`src/rtl/pipeline_pkg.sv`:
```
`default_nettype none
// ============================================================================
// Module   : pipeline (package)
// Brief    : Inter-stage payload structs and their NOP bundles.
// Revision : 1.0 - initial release
// ============================================================================
package pipeline;

    typedef enum logic [3:0] {
        ALU_ADD  = 4'd0,
        ALU_SUB  = 4'd1,
        ALU_AND  = 4'd2,
        ALU_OR   = 4'd3,
        ALU_XOR  = 4'd4,
        ALU_SLL  = 4'd5,
        ALU_SRL  = 4'd6,
        ALU_SRA  = 4'd7,
        ALU_SLT  = 4'd8,
        ALU_SLTU = 4'd9
    } alu_op_e;

    typedef struct packed {
        logic [31:0] pc;
        logic [31:0] instr;
    } decode_signals;

    typedef struct packed {
        logic [31:0] pc;
        logic [31:0] rs1_val;
        logic [31:0] rs2_val;
        logic [31:0] imm;
        alu_op_e     alu_op;
        logic [4:0]  rd;
        logic        reg_write;
        logic        mem_read;
        logic        mem_write;
    } execute_signals;

    typedef struct packed {
        logic [31:0] alu_result;
        logic [31:0] store_data;
        logic [4:0]  rd;
        logic        reg_write;
        logic        mem_read;
        logic        mem_write;
    } memory_signals;

    typedef struct packed {
        logic [31:0] result;
        logic [4:0]  rd;
        logic        reg_write;
    } writeback_signals;

    // NOP bundles have every control bit low, so a bubble never writes state.
    localparam decode_signals    DECODE_NOP    = '0;
    localparam execute_signals   EXECUTE_NOP   = '0;
    localparam memory_signals    MEMORY_NOP    = '0;
    localparam writeback_signals WRITEBACK_NOP = '0;

endpackage
`default_nettype wire

```
`src/rtl/elastic_stage_ptr.sv`:
```
`default_nettype none
// ============================================================================
// Module   : elastic_ptr
// Brief    : Mod-DEPTH wrap-around pointer with synchronous clear.
// Revision : 1.0 - initial release
// ============================================================================
module elastic_ptr #(
    parameter  int DEPTH = 2,
    localparam int PW    = (DEPTH > 1) ? $clog2(DEPTH) : 1
) (
    input  logic          clk,
    input  logic          reset,
    input  logic          clr,
    input  logic          inc,
    output logic [PW-1:0] ptr
);

    logic [PW-1:0] ptr_q;
    logic [PW-1:0] ptr_d;

    // Explicit wrap keeps non-power-of-two depths correct.
    always_comb begin
        ptr_d = ptr_q;
        if (clr) begin
            ptr_d = '0;
        end else if (inc) begin
            ptr_d = (ptr_q == PW'(DEPTH - 1)) ? '0 : ptr_q + PW'(1);
        end
    end

    always_ff @(posedge clk) begin
        if (reset) begin
            ptr_q <= '0;
        end else begin
            ptr_q <= ptr_d;
        end
    end

    assign ptr = ptr_q;

endmodule
`default_nettype wire

```
`src/rtl/elastic_stage.sv`:
```
`default_nettype none
// ============================================================================
// Module   : elastic_stage
// Brief    : Valid/ready elastic pipeline register backed by a DEPTH-entry
//            circular buffer. Define ELASTIC_STAGE_BYPASS_EN for an empty-
//            buffer zero-latency pass-through path.
// Revision : 1.0 - initial release
// ============================================================================
module elastic_stage
    import pipeline::*;
#(
    parameter type T     = execute_signals,
    parameter int  DEPTH = 2,
    parameter T    NOP   = EXECUTE_NOP,
    localparam int CW    = $clog2(DEPTH + 1),
    localparam int PW    = (DEPTH > 1) ? $clog2(DEPTH) : 1
) (
    input  logic          clk,
    input  logic          reset,
    input  logic          flush,
    input  logic          in_valid,
    output logic          in_ready,
    input  T              in_data,
    output logic          out_valid,
    input  logic          out_ready,
    output T              out_data,
    output logic [CW-1:0] count
);

    T              mem_q [DEPTH];
    logic [CW-1:0] count_q;
    logic [CW-1:0] count_d;
    logic [PW-1:0] w_rd_ptr;
    logic [PW-1:0] w_wr_ptr;
    logic          w_empty;
    logic          w_bypass;
    logic          w_push;
    logic          w_pop;
    logic          w_through;
    logic          w_wr;
    logic          w_rd;

    assign w_empty = (count_q == '0);

`ifdef ELASTIC_STAGE_BYPASS_EN
    assign w_bypass = w_empty & ~flush & ~reset;
`else
    assign w_bypass = 1'b0;
`endif

    // in_ready depends only on local state, never on out_ready.
    assign in_ready  = (count_q < CW'(DEPTH)) & ~reset;
    assign out_valid = ~reset & (~w_empty | (w_bypass & in_valid));
    assign out_data  = ~out_valid ? NOP : (w_empty ? in_data : mem_q[w_rd_ptr]);

    assign w_push    = in_valid & in_ready;
    assign w_pop     = out_valid & out_ready;
    assign w_through = w_bypass & w_push & out_ready;
    assign w_wr      = w_push & ~w_through & ~flush;
    assign w_rd      = w_pop & ~w_empty & ~flush;

    always_comb begin
        count_d = count_q;
        if (flush) begin
            count_d = '0;
        end else begin
            count_d = count_q + CW'(w_wr) - CW'(w_rd);
        end
    end

    always_ff @(posedge clk) begin
        if (reset) begin
            count_q <= '0;
        end else begin
            count_q <= count_d;
        end
    end

    always_ff @(posedge clk) begin
        if (w_wr) begin
            mem_q[w_wr_ptr] <= in_data;
        end
    end

    elastic_ptr #(.DEPTH(DEPTH)) u_rd_ptr (
        .clk   (clk),
        .reset (reset),
        .clr   (flush),
        .inc   (w_rd),
        .ptr   (w_rd_ptr)
    );

    elastic_ptr #(.DEPTH(DEPTH)) u_wr_ptr (
        .clk   (clk),
        .reset (reset),
        .clr   (flush),
        .inc   (w_wr),
        .ptr   (w_wr_ptr)
    );

    assign count = count_q;

    a_no_overflow : assert property (@(posedge clk) disable iff (reset)
        count_q <= CW'(DEPTH));
    a_no_underflow : assert property (@(posedge clk) disable iff (reset)
        !(w_rd && w_empty));

endmodule
`default_nettype wire

```
`config.mk`:
```
export PLATFORM = sky130hd
export DESIGN_NAME = elastic_stage
export DESIGN_NICKNAME = d
export VERILOG_FILES = /design/src/rtl/pipeline_pkg.sv /design/src/rtl/elastic_stage_ptr.sv /design/src/rtl/elastic_stage.sv
export SDC_FILE = /design/constraint.sdc
export NUM_CORES = 1
export LEC_CHECK = 0
export ABC_AREA = 1
export CAP_MARGIN = 5
export CORE_ASPECT_RATIO = 1.25
export CORE_UTILIZATION = 45
export CTS_BUF_LIST = sky130_fd_sc_hd__clkbuf_4 sky130_fd_sc_hd__clkbuf_8
export DETAILED_ROUTE_END_ITERATION = 16
export DONT_BUFFER_PORTS = 1
export SLEW_MARGIN = 20
export SYNTH_ARGS = -nofsm -noshare
export SYNTH_HDL_FRONTEND = slang
export SYNTH_SLANG_ARGS = --single-unit
```
`constraint.sdc`:
```
create_clock -name clk -period 6.3 [get_ports clk]
set_input_delay 0 -clock clk [delete_from_list [all_inputs] [get_ports clk]]
set_output_delay 0 -clock clk [all_outputs]
set_load 0.1 [all_outputs]
```
Word-level counts from Yosys, hierarchy flattened:

Memory sizes are Yosys's and may differ from the RTL's. A register that Yosys moved wholly into a read port is not among the register bits.
Index checks and enable logic that the tools add are counted.

* reductions and logical operators: 2
* shifts and indexed selects: 0
* add/sub/neg operators: 4
* divide/modulo/power cells: 0
* multiply operators: 0
* mux-type cells: 8
* eq/ne operators: 0
* bitwise logic cells: 10
* order comparisons: 1

Operators with widths (number)
* two-way mux 140 bit: 2
* AND 1 bit: 7
* two-way mux 1 bit: 6
* inverter 1 bit: 3
* adder 1 bit (second input constant): 2
* adder 2 x 1 -> 2 bit: 1
* logical NOT 2 bit: 1
* less-than comparator 2 bit (second input constant): 1
* OR reduction 2 bit: 1
* subtractor 2 x 1 -> 2 bit: 1

* output and inout bits: 144
* input bits: 145
* RAM bits: 280
* register bits after elaboration: 4
* memories kept: 1
* word-level logic and storage cells: 29
* latch bits: 0
* memory bits (read-only): 0

Memory list
* mem_q: words 2, width 140, rd ports 1, clocked after Yosys merged registers in 1, wr ports 1, line elastic_stage.sv:30 `T mem_q [DEPTH];`

Logic depth before layout (Yosys ltp):

Gate-level depths: netlist (run 1).

* depth after elaboration: 8
* gate-level depth with buffers: 12
* gate-level depth less buffers: 12

Cells and area by module:

A second synthesis (run 1) with hierarchy kept.

* cells, all modules: 1065
* area total of the unflattened synthesis: 11760.0 µm²

Modules (own cells, without submodules)
* elastic_stage: area each 11677.4 µm², seq. area each 8448.1 µm², times used 1, cells an instance 1053
* elastic_ptr: area each 41.3 µm², seq. area each 20.0 µm², times used 2, cells an instance 6

Worst setup path before layout (run 1):

No wires, ideal clock.

* path kind: reg2reg
* start point: reg count_q[1], in the netlist count[1]
* end point: mem mem_q[0][0] (netlist name), enable pin
* path buffers: 0
* cell stages (with the launch flop): 4
* required time: 5659 ps
* data arrival time: 6841 ps
* clock period less this slack: 7483 ps
* setup slack: -1183 ps
* library setup time: 641 ps
* path through: dfxtp_1 -> nor2_1 -> nand2_1 -> nor2_1

* cells in the longest elaborated chain, start to end: 6

Ends and longest elaborated chain
* from (decl): line elastic_stage.sv:31 `logic [CW-1:0] count_q;`
* from (signal assigned): line elastic_stage.sv:75 `count_q <= count_d;`
* less-than comparator 2 bit: line elastic_stage.sv:52 `assign in_ready = (count_q < CW'(DEPTH)) & ~reset;`
* AND 1 bit: line elastic_stage.sv:52
* AND 1 bit: line elastic_stage.sv:56 `assign w_push = in_valid & in_ready;`
* AND 1 bit: line elastic_stage.sv:59 `assign w_wr = w_push & ~w_through & ~flush;`
* two-way mux 1 bit: line elastic_stage.sv:80 `if (w_wr) begin`
* two-way mux 1 bit (implied by the code): line elastic_stage.sv:81 `mem_q[w_wr_ptr] <= in_data;`
* to (decl): line elastic_stage.sv:30

No other way between the ends.

==> impl_metrics.yaml, run 1 <==
detailed_routing:
  dr.first_iter.drc_count: 238
  first_pass_iters: 4
  wirelength_met1_mm: 8.58
  post_drt_wl_per_cell_um: 14.0
  wl_mm: 22.2
  vias: 7302
  highest_layer: "met4"
  viasPerCell: 4.59
  wl_met3_mm: 1.50
  wl_met2_mm: 11.6
  drc: 0
  ant_nets: 0
sta:
  maxSlewHeadroom_pct: 28.5
  hold_slack_ns: 0.104
  maxSlewViolCount: 0
  timing.final.crit_share_pct: 56.0
  rsz0062_at_grt: "no"
  setup_tns_ns: 0
  clock.fmax_mhz: 284
  timing_hold_violations_final: 0
  fin_ws_ns: 2.77
  skew_ns: 0.0229
  tightest_slew_ns: 1.07
  setup_viol: 0
  fin_crit_ns: 3.53
pwr:
  vdd.ir_drop.worst_mv: 0.189
  leakagePower_uw: 0.00625
  p_per_area_mw_per_mm2: 262
  p_total_uw: 3740
critical_path:
  critical_path_class: "reg2out"
  cp.required_ns: 6.30
  worst-path-max-fanout: 76
  critPathCaptureType: "output pin"
  start_kind: "flop"
  reg2reg_depth: 7
  arrival_ns: 3.53
synth:
  synth_cell_type_count: 20
  yosysSeqAreaShare_pct: 71.8
  yosysWarnings: 0
  syn-num-nets: 1214
  synth.avg_cell_area_um2: 11.1
  netlist_instances: 1067
  synthesis.area_mm2: 0.0118
  ys_ff_latch: 285
placement:
  gp_congestion: 0.756
  dp_hpwl_mm: 13.1
  dpl.cell_count: 1368
  place_ws_ns: 3.33
  io_buffers: 0
global_route:
  grt_pass1_vias: 7177
  grtUsageTotal_pct: 16.2
  grt_pass1_wl_mm: 34.3
  grt_max_degree: 141
  antenna_found_initial: 0
  grt-ovfl-total: 0
cells_and_area:
  final_common_cell: "nand2_1"
  num_antenna_cells: 0
  layout-drive-gt1-share_pct: 6.55
  final_cell_mix: "287 x nand2_1, 286 x inv_1, 280 x edfxtp_1"
  final_nets: 1367
  layout-area-overhead-vs-synth_pct: 20.8
  fin_cells: 1592
clock_tree:
  cts.sinks: 285
  cts_setup_buffers: 0
  path_clk_slew_ns: 0.06
  cts_hold_buf: 146
  cts_tree: "done"
  cts_resized: 0
  h-tree-depth: 2
  clockRootBuffer: "clkbuf_8"
  clkLatencyLatePin_ns: 0.53
  cts_buffers: 43
  ctsLongestPathBuffers: 3
die:
  start_util_pct: 45.7
  die_area_mm2: 0.0270
  ios: 289
  fp.dieW_um: 147
  die_h_um: 183
  core_area_mm2: 0.0259
  rows: 66
worst_hold_path:
  holdPathStages: 2
  hold_class: "in2reg"
flow_run:
  drv_cap: 0
run_status:
  status: "finished, final reports clean"
==> per-stage QoR <==
| step | instance area (µm²) | utilization [%] |
|---|---|---|
| floorplan | 11800 | - |
| global placement | 12000 | 46.3 |
| detailed placement | 12000 | 46.3 |
| CTS | 14300 | 55.1 |
| global route | 14300 | 55.2 |
| finish | 14300 | 55.2 |
==> cell type report <==
type                            count  area [µm²]
Tap cell                          340         425
Inverter                          288        1080
Fill cell                        2220       11600
Multi-Input combinational cell    448        1910
Clock inverter                     17        73.8
Sequential cell                   285        8510
Timing Repair Buffer              154        1570
Clock buffer                       60         732
==> synth_stat cells, drive strengths merged <==
master,n,area share (%)
ha,2,0.21
edfxtp,280,71
nand3,2,0.085
nor2,11,0.41
nand2,288,9.1
inv,288,9.1
dfxtp,5,0.85
o21ai,141,6.0
a21oi,3,0.13
buf,34,2.7
nor3b,1,0.063
clkbuf,12,0.39
==> critical path, stage by stage, from the launching register on <==
cell,delay (ns)
dfxtp_1,1.03
inv_2,0.15
nand2_2,0.13
inv_2,0.05
nor2_4,0.08
buf_4,0.66
nand2_1,0.20
inv_1,0.66
==> cells by family after synthesis <==
kind of cell | synth area share [%]
adders and majority gates | 0.211
AOI/OAI and AO/OA | 6.08
and+or+nand+nor | 9.71
DFF | 71.8
buffers and inverters | 12.2
==> worst paths after layout <==
| check | startpoint | slack [ns] | to |
|---|---|---|---|
| hold reg to reg | u_wr_ptr.ptr | 0.55 | u_wr_ptr.ptr |
| hold / removal | reset | 0.10 | count[0] |
| setup / recovery | count[1] | 2.77 | out_data[42] |
| setup reg to reg | count[1] | 3.44 | count[0] |
==> registers in the layout, indices dropped and copies added, names as in the netlist, named ones only <==
register and flops:
mem_q 280, count 2, u_rd_ptr.ptr 1, u_wr_ptr.ptr 1
==> per-layer routing <==
| metal | vias up | global-route usage (%) |
|---|---|---|
| met4 | 0 | 6.85 |
| met5 | - | 0 |
| li1 | 3644 | - |
| met1 | 3395 | 17.0 |
| met3 | 41 | 4.68 |
| met2 | 222 | 29.9 |
==> report_power, final <==
part	switching, µW	leakage, µW	internal (µW)
combinational	141	0.00324	77.8
sequential	8.45	0.00258	2120
clock	647	0.000429	749
total	797	0.00625	2940
Power figures use the tool's default switching activity.
==> run 2, diff against run 1 <==
- ABC_AREA: 1 -> 0
- clock period: 6.3 -> 3.3 ns (I/O delays scaled with it)
==> run 2 against run 1 <==
  * Core utilization rose by 7.4 points
  * Die area fell by 8.4%
  * Clock skew down 0.011 ns
  * Clock-buffer cell count unchanged
  * First-iteration DRC count grew 8.8%
  * Hold slack worse by 0.010 ns
  * Sequential cell count did not move
  * Final area grew 3.4%
  * Register-to-register slack lost 2.8 ns
  * Global-route usage grew 1.8 points
  * Largest cell class unchanged
  * Non-clock buffer count increased by 141
==> impl_metrics.yaml, run 2 <==
sta:
  setup_tns_ns: 0
  timing.final.crit_share_pct: 96.1
  fin_crit_ns: 3.17
  skew_ns: 0.0122
  clock.fmax_mhz: 315
  rsz0062_at_grt: "no"
  maxSlewViolCount: 0
  maxSlewHeadroom_pct: 28.6
  timing_hold_violations_final: 0
  hold_slack_ns: 0.0936
  tightest_slew_ns: 1.07
  setup_viol: 0
worst_hold_path:
  hold_class: "in2reg"
critical_path:
  critPathCaptureType: "output pin"
  path_common_cell: "buf_4"
  cp_cell_sequence: "buf_4 > nor2_1 > or2_4 > buf_12 > nor2_2 > buf_4"
  worst-path-max-fanout: 61
  cp.required_ns: 3.30
  start_kind: "flop"
  critical_path_class: "reg2out"
  cpPeakStageDelay_ns: 0.96
  arrival_ns: 3.17
  crit_slowest_cell: "dfxtp_1"
die:
  die_area_mm2: 0.0247
  start_util_pct: 45.8
  fp.dieW_um: 141
  die_h_um: 176
  core_area_mm2: 0.0236
  ios: 289
  rows: 63
clock_tree:
  path_clk_slew_ns: 0.06
  clkLatencyLatePin_ns: 0.52
  h-tree-depth: 2
  cts_tree: "done"
  clockRootBuffer: "clkbuf_8"
  ctsLongestPathBuffers: 3
  cts_buffers: 44
  cts.sinks: 285
  cts_setup_buffers: 0
synth:
  synth_cell_type_count: 19
  synth.avg_cell_area_um2: 17.5
  synth_top_flop_cell: "edfxtp_1"
  yosysSeqAreaShare_pct: 78.5
  synthesis.area_mm2: 0.0108
  yosys.area.top_type: "edfxtp_1"
  synth_top_area_share_pct: 77.6
  syn-num-nets: 767
  yosysWarnings: 0
  async_reset_ff_share_pct: 0
  ys_ff_latch: 285
  synth_common_cells: "280 x edfxtp_1, 140 x mux2i_1, 125 x nor2_1"
  netlist_instances: 620
  ys_top_cells_by_area: "edfxtp_1 78%, mux2i_1 13%, nor2_1 4.3%"
  synth.most_common_cell: "edfxtp_1"
  synth-edff-count: 280
detailed_routing:
  vias: 6218
  dr.first_iter.drc_count: 259
  drc: 0
  ant_nets: 0
  wl_mm: 22.8
  first_pass_iters: 4
  viasPerCell: 4.98
  post_drt_wl_per_cell_um: 18.3
cells_and_area:
  final_common_cell: "edfxtp_1"
  top_register: "mem_q"
  layout-drive-gt1-share_pct: 38.2
  num_antenna_cells: 0
  largest_register_ffs: 280
  final_cell_mix: "280 x edfxtp_1, 145 x dlygate4sd3_1, 145 x buf_4"
  layout-area-overhead-vs-synth_pct: 36.4
  num-fill-cells: 1674
  final_nets: 1076
global_route:
  grtUsageTotal_pct: 18.0
  grt-ovfl-total: 0
  antenna_found_initial: 0
  grt_pass1_wl_mm: 34.2
  grt_pass1_vias: 6703
  grt_max_degree: 110
pwr:
  p_per_area_mw_per_mm2: 492
  leakagePower_uw: 0.00496
  vdd.ir_drop.worst_mv: 0.382
placement:
  gp_congestion: 0.734
  dp_hpwl_mm: 13.5
  io_buffers: 0
run_status:
  status: "finished, final reports clean"
flow_run:
  drv_cap: 0
-- run 2: cell count changes after synthesis, moves of 6 or more --
cell,delta
inv_1,-284
mux2i_1,+140
clkbuf_1,-6
o21ai_0,-40
nand2_1,-286
nor2_1,+115
buf_2,+6
o21ai_1,-100
buf_6,-11
nor2_2,+19
-- run 2: final timing paths --
kind                       end         start  slack, ns  cells after the start
setup / recovery  out_data[87]      count[0]       0.13                      6
hold / removal            flop         flush       0.09                      2
setup reg to reg      count[1]      count[0]       0.63                      9
hold reg to reg   u_rd_ptr.ptr  u_rd_ptr.ptr       0.64                      2
-- run 2: power by group --
part	total (µW)	switching (µW)	internal (µW)
clock	2760	1250	1520
sequential	4070	18.8	4050
combinational	445	271	174
-- run 2: layer usage --
metal | vias to the layer above | share of wire [%] | global-route usage, % | wire [µm]
li1 | 2911 | - | - | -
met1 | 3037 | 38 | 20.0 | 8710
met2 | 238 | 52 | 32.3 | 11800
met3 | 32 | 8.1 | 5.97 | 1860
met4 | 0 | 1.7 | 5.71 | 377
met5 | - | 0 | 0 | 0
-- run 2: final cells by class --
cell class | instances | area, µm² | share of cell area (%)
clock buffer | 60 | 738 | 4.99
inverter | 2 | 7.51 | 0.0508
clock inverter | 13 | 83.8 | 0.567
sequential | 285 | 8520 | 57.6
tap | 292 | 365 | 2.47
multi-input combinational | 301 | 2430 | 16.5
timing repair buffer | 295 | 2640 | 17.9
-- run 2: critical path, delay by kind of cell, from the launching register on --
kind / cells / cell delay, ns
flip-flops: 1 / 0.96
buffers and inverters: 3 / 0.88
AND/OR/NAND/NOR: 3 / 0.72
-- run 2: logic make-up after synthesis --
kind of cell,synth area share (%)
muxes,12.9
adders and majority gates,0.231
AOI/OAI and AO/OA,0.0461
DFF,78.5
xor gates and xnor gates,0.323
buffers and inverters,2.07
and+or+nand+nor,5.93
-- run 2: what timing repair did --
action / in CTS / in global routing
endpoints found under the hold margin: 285 / 0
gates resized for setup: 0 / 0
hold buffers: 145 / 0
-- run 2: stage by stage --
stage          cells  area, µm²  utilization [%]  setup WS [ns]  power, µW
3_5_place_dp    1030      12500             52.9          0.684       4420
2_1_floorplan    620      10900                -         0.0327       4350
4_1_cts         1248      14800             62.5          0.113       7350
6_report        1248      14800             62.5          0.128       7280
3_3_place_gp    1030      12500             52.9          0.731       4420
5_1_grt         1248      14800             62.5         0.0226       7530
==> run 3, diff against run 2 <==
==> constraint.sdc (replaced) <==
create_clock -name clk -period 3.3 [get_ports clk]
set_input_delay 0.165 -clock clk [delete_from_list [all_inputs] [get_ports clk]]
set_output_delay 0.165 -clock clk [all_outputs]
set_load 0.1 [all_outputs]
==> run 3 against run 2 <==
  * Non-clock buffer count is 2 higher
  * Total power hardly changed
  * Clock-buffer cell count is 3 lower
  * Maximum frequency is 19% higher
  * Critical path depth is 1 lower
  * Final cell count is 0.72% higher
  * Critical endpoint is now out_data[88]
==> impl_metrics.yaml, run 3 (synthesis results as in run 2) <==
run_status:
  status: "finished, final reports clean"
detailed_routing:
  first_pass_iters: 4
  post_drt_wl_per_cell_um: 18.4
  drc: 0
  ant_nets: 0
  viasPerCell: 5.00
  dr.first_iter.drc_count: 251
  vias: 6289
  wl_mm: 23.2
sta:
  clock.fmax_mhz: 374
  fin_ws_ns: 0.626
  setup_tns_ns: 0
  maxSlewHeadroom_pct: 27.7
  timing_hold_violations_final: 0
  setup_viol: 0
  rsz0062_at_grt: "no"
  fin_crit_ns: 2.67
  skew_ns: 0.0100
  tightest_slew_ns: 1.08
  maxSlewViolCount: 0
  timing.final.crit_share_pct: 81.0
placement:
  io_buffers: 0
  dp_hpwl_mm: 14.3
  place_ws_ns: 1.21
  gp_congestion: 0.727
critical_path:
  critPathCaptureType: "output pin"
  cpPeakStageDelay_ns: 0.76
  worst-path-max-fanout: 65
  cp_cell_sequence: "nor2_1 > or2_4 > buf_4 > nor2_2 > buf_4"
  crit_slowest_cell: "buf_4"
  start_kind: "flop"
  critical_path_class: "reg2out"
  path_depth: 5
  r2r-start: "count[1]"
  crit_start: "count[1]"
  path_common_cell: "buf_4"
  cp.required_ns: 3.13
  cpLargestDelayFamily: "buffers and inverters"
  reg2reg_depth: 3
  cp_num_buf_inv: 2
  arrival_ns: 2.51
clock_tree:
  cts.sinks: 285
  ctsLongestPathBuffers: 3
  cts_buffers: 44
  cts_tree: "done"
  cts_setup_buffers: 0
  clockRootBuffer: "clkbuf_8"
  h-tree-depth: 2
  cts_resized: 0
  cts_hold_buf: 143
  clkLatencyLatePin_ns: 0.52
  path_clk_slew_ns: 0.06
die:
  die_h_um: 176
  core_area_mm2: 0.0236
  rows: 63
  start_util_pct: 45.8
  die_area_mm2: 0.0247
  ios: 289
  fp.dieW_um: 141
global_route:
  grt_max_degree: 77
  grt_pass1_wl_mm: 35.5
  grtUsageTotal_pct: 18.6
  grt_pass1_vias: 6811
  antenna_found_initial: 2
  grt-ovfl-total: 0
cells_and_area:
  multi_input_area_mm2: 0.00243
  num-fill-cells: 1678
  layout-drive-gt1-share_pct: 38.0
  ff_latch_area_mm2: 0.00852
  final_nets: 1078
  top_register: "mem_q"
  final_cell_mix: "280 x edfxtp_1, 148 x buf_4, 143 x dlygate4sd3_1"
  layout-area-overhead-vs-synth_pct: 36.7
  largest_register_ffs: 280
  final_common_cell: "edfxtp_1"
pwr:
  leakagePower_uw: 0.00496
  p_per_area_mw_per_mm2: 491
  vdd.ir_drop.worst_mv: 0.415
flow_run:
  drv_cap: 0
worst_hold_path:
  hold_path_startpoint: "out_ready"
  holdPathStages: 3
  hold_class: "in2reg"
run 3: cell types whose count changed in the layout (fill, tap and decap cells not counted), sizes merged:
cell         before  now
clkinv           12   18
buf             150  154
clkbuf           60   57
clkinvlp          0    2
diode             0    2
dlygate4sd3     145  143
run 3: power breakdown:
group	internal, µW	switching, µW	total, µW
clock	1480	1280	2760
combinational	174	272	446
sequential	4050	18.3	4070
total	5710	1570	7280
run 3: worst paths after layout:
| kind | end | slack (ns) |
|---|---|---|
| worst max-delay path | out_data[88] | 0.63 |
| worst min-delay path | u_rd_ptr.ptr | 0.04 |
| worst max register to register | mem_q[1][33] | 1.31 |
| worst min register to register | u_rd_ptr.ptr | 0.59 |
run 3: final cells by class:
| type | instances | share of cell area [%] |
|---|---|---|
| diodes | 2 | 0.0338 |
| clock buffers | 57 | 4.79 |
| clock inverters | 21 | 0.802 |
| inverters | 2 | 0.0507 |
| multi-input cells | 301 | 16.4 |
| flip-flops and latches | 285 | 57.5 |
| well taps | 292 | 2.47 |
| repair buffers | 297 | 18.0 |
run 3: tightest hold or removal path, cell delays in order:
cell and delay (ns):
o21ai_0 0.11, xor2_1 0.10, nor3_1 0.13
run 3: per-layer routing:
metal	global-route usage [%]	share of wire, %	up-vias	wire (µm)
met5	0	0	-	0
met3	5.62	7.5	52	1740
met2	33.0	51	259	11900
li1	-	-	2927	-
met4	6.66	2.2	0	518
met1	21.1	39	3051	9030
run 3: stage by stage:
stage / std cells / instance area (µm²) / power [µW] / hold WS (ns) / util (%)
final: 1257 / 14800 / 7280 / 0.0416 / 62.7
after global routing: 1257 / 14800 / 7540 / 0.0275 / 62.7
after CTS: 1255 / 14800 / 7350 / 0.00748 / 62.6
after detailed placement: 1034 / 12600 / 4430 / 0.241 / 53.1
after global placement: 1034 / 12600 / 4420 / 0.241 / 53.1
after floorplan: 620 / 10900 / 4350 / 0.242 / -
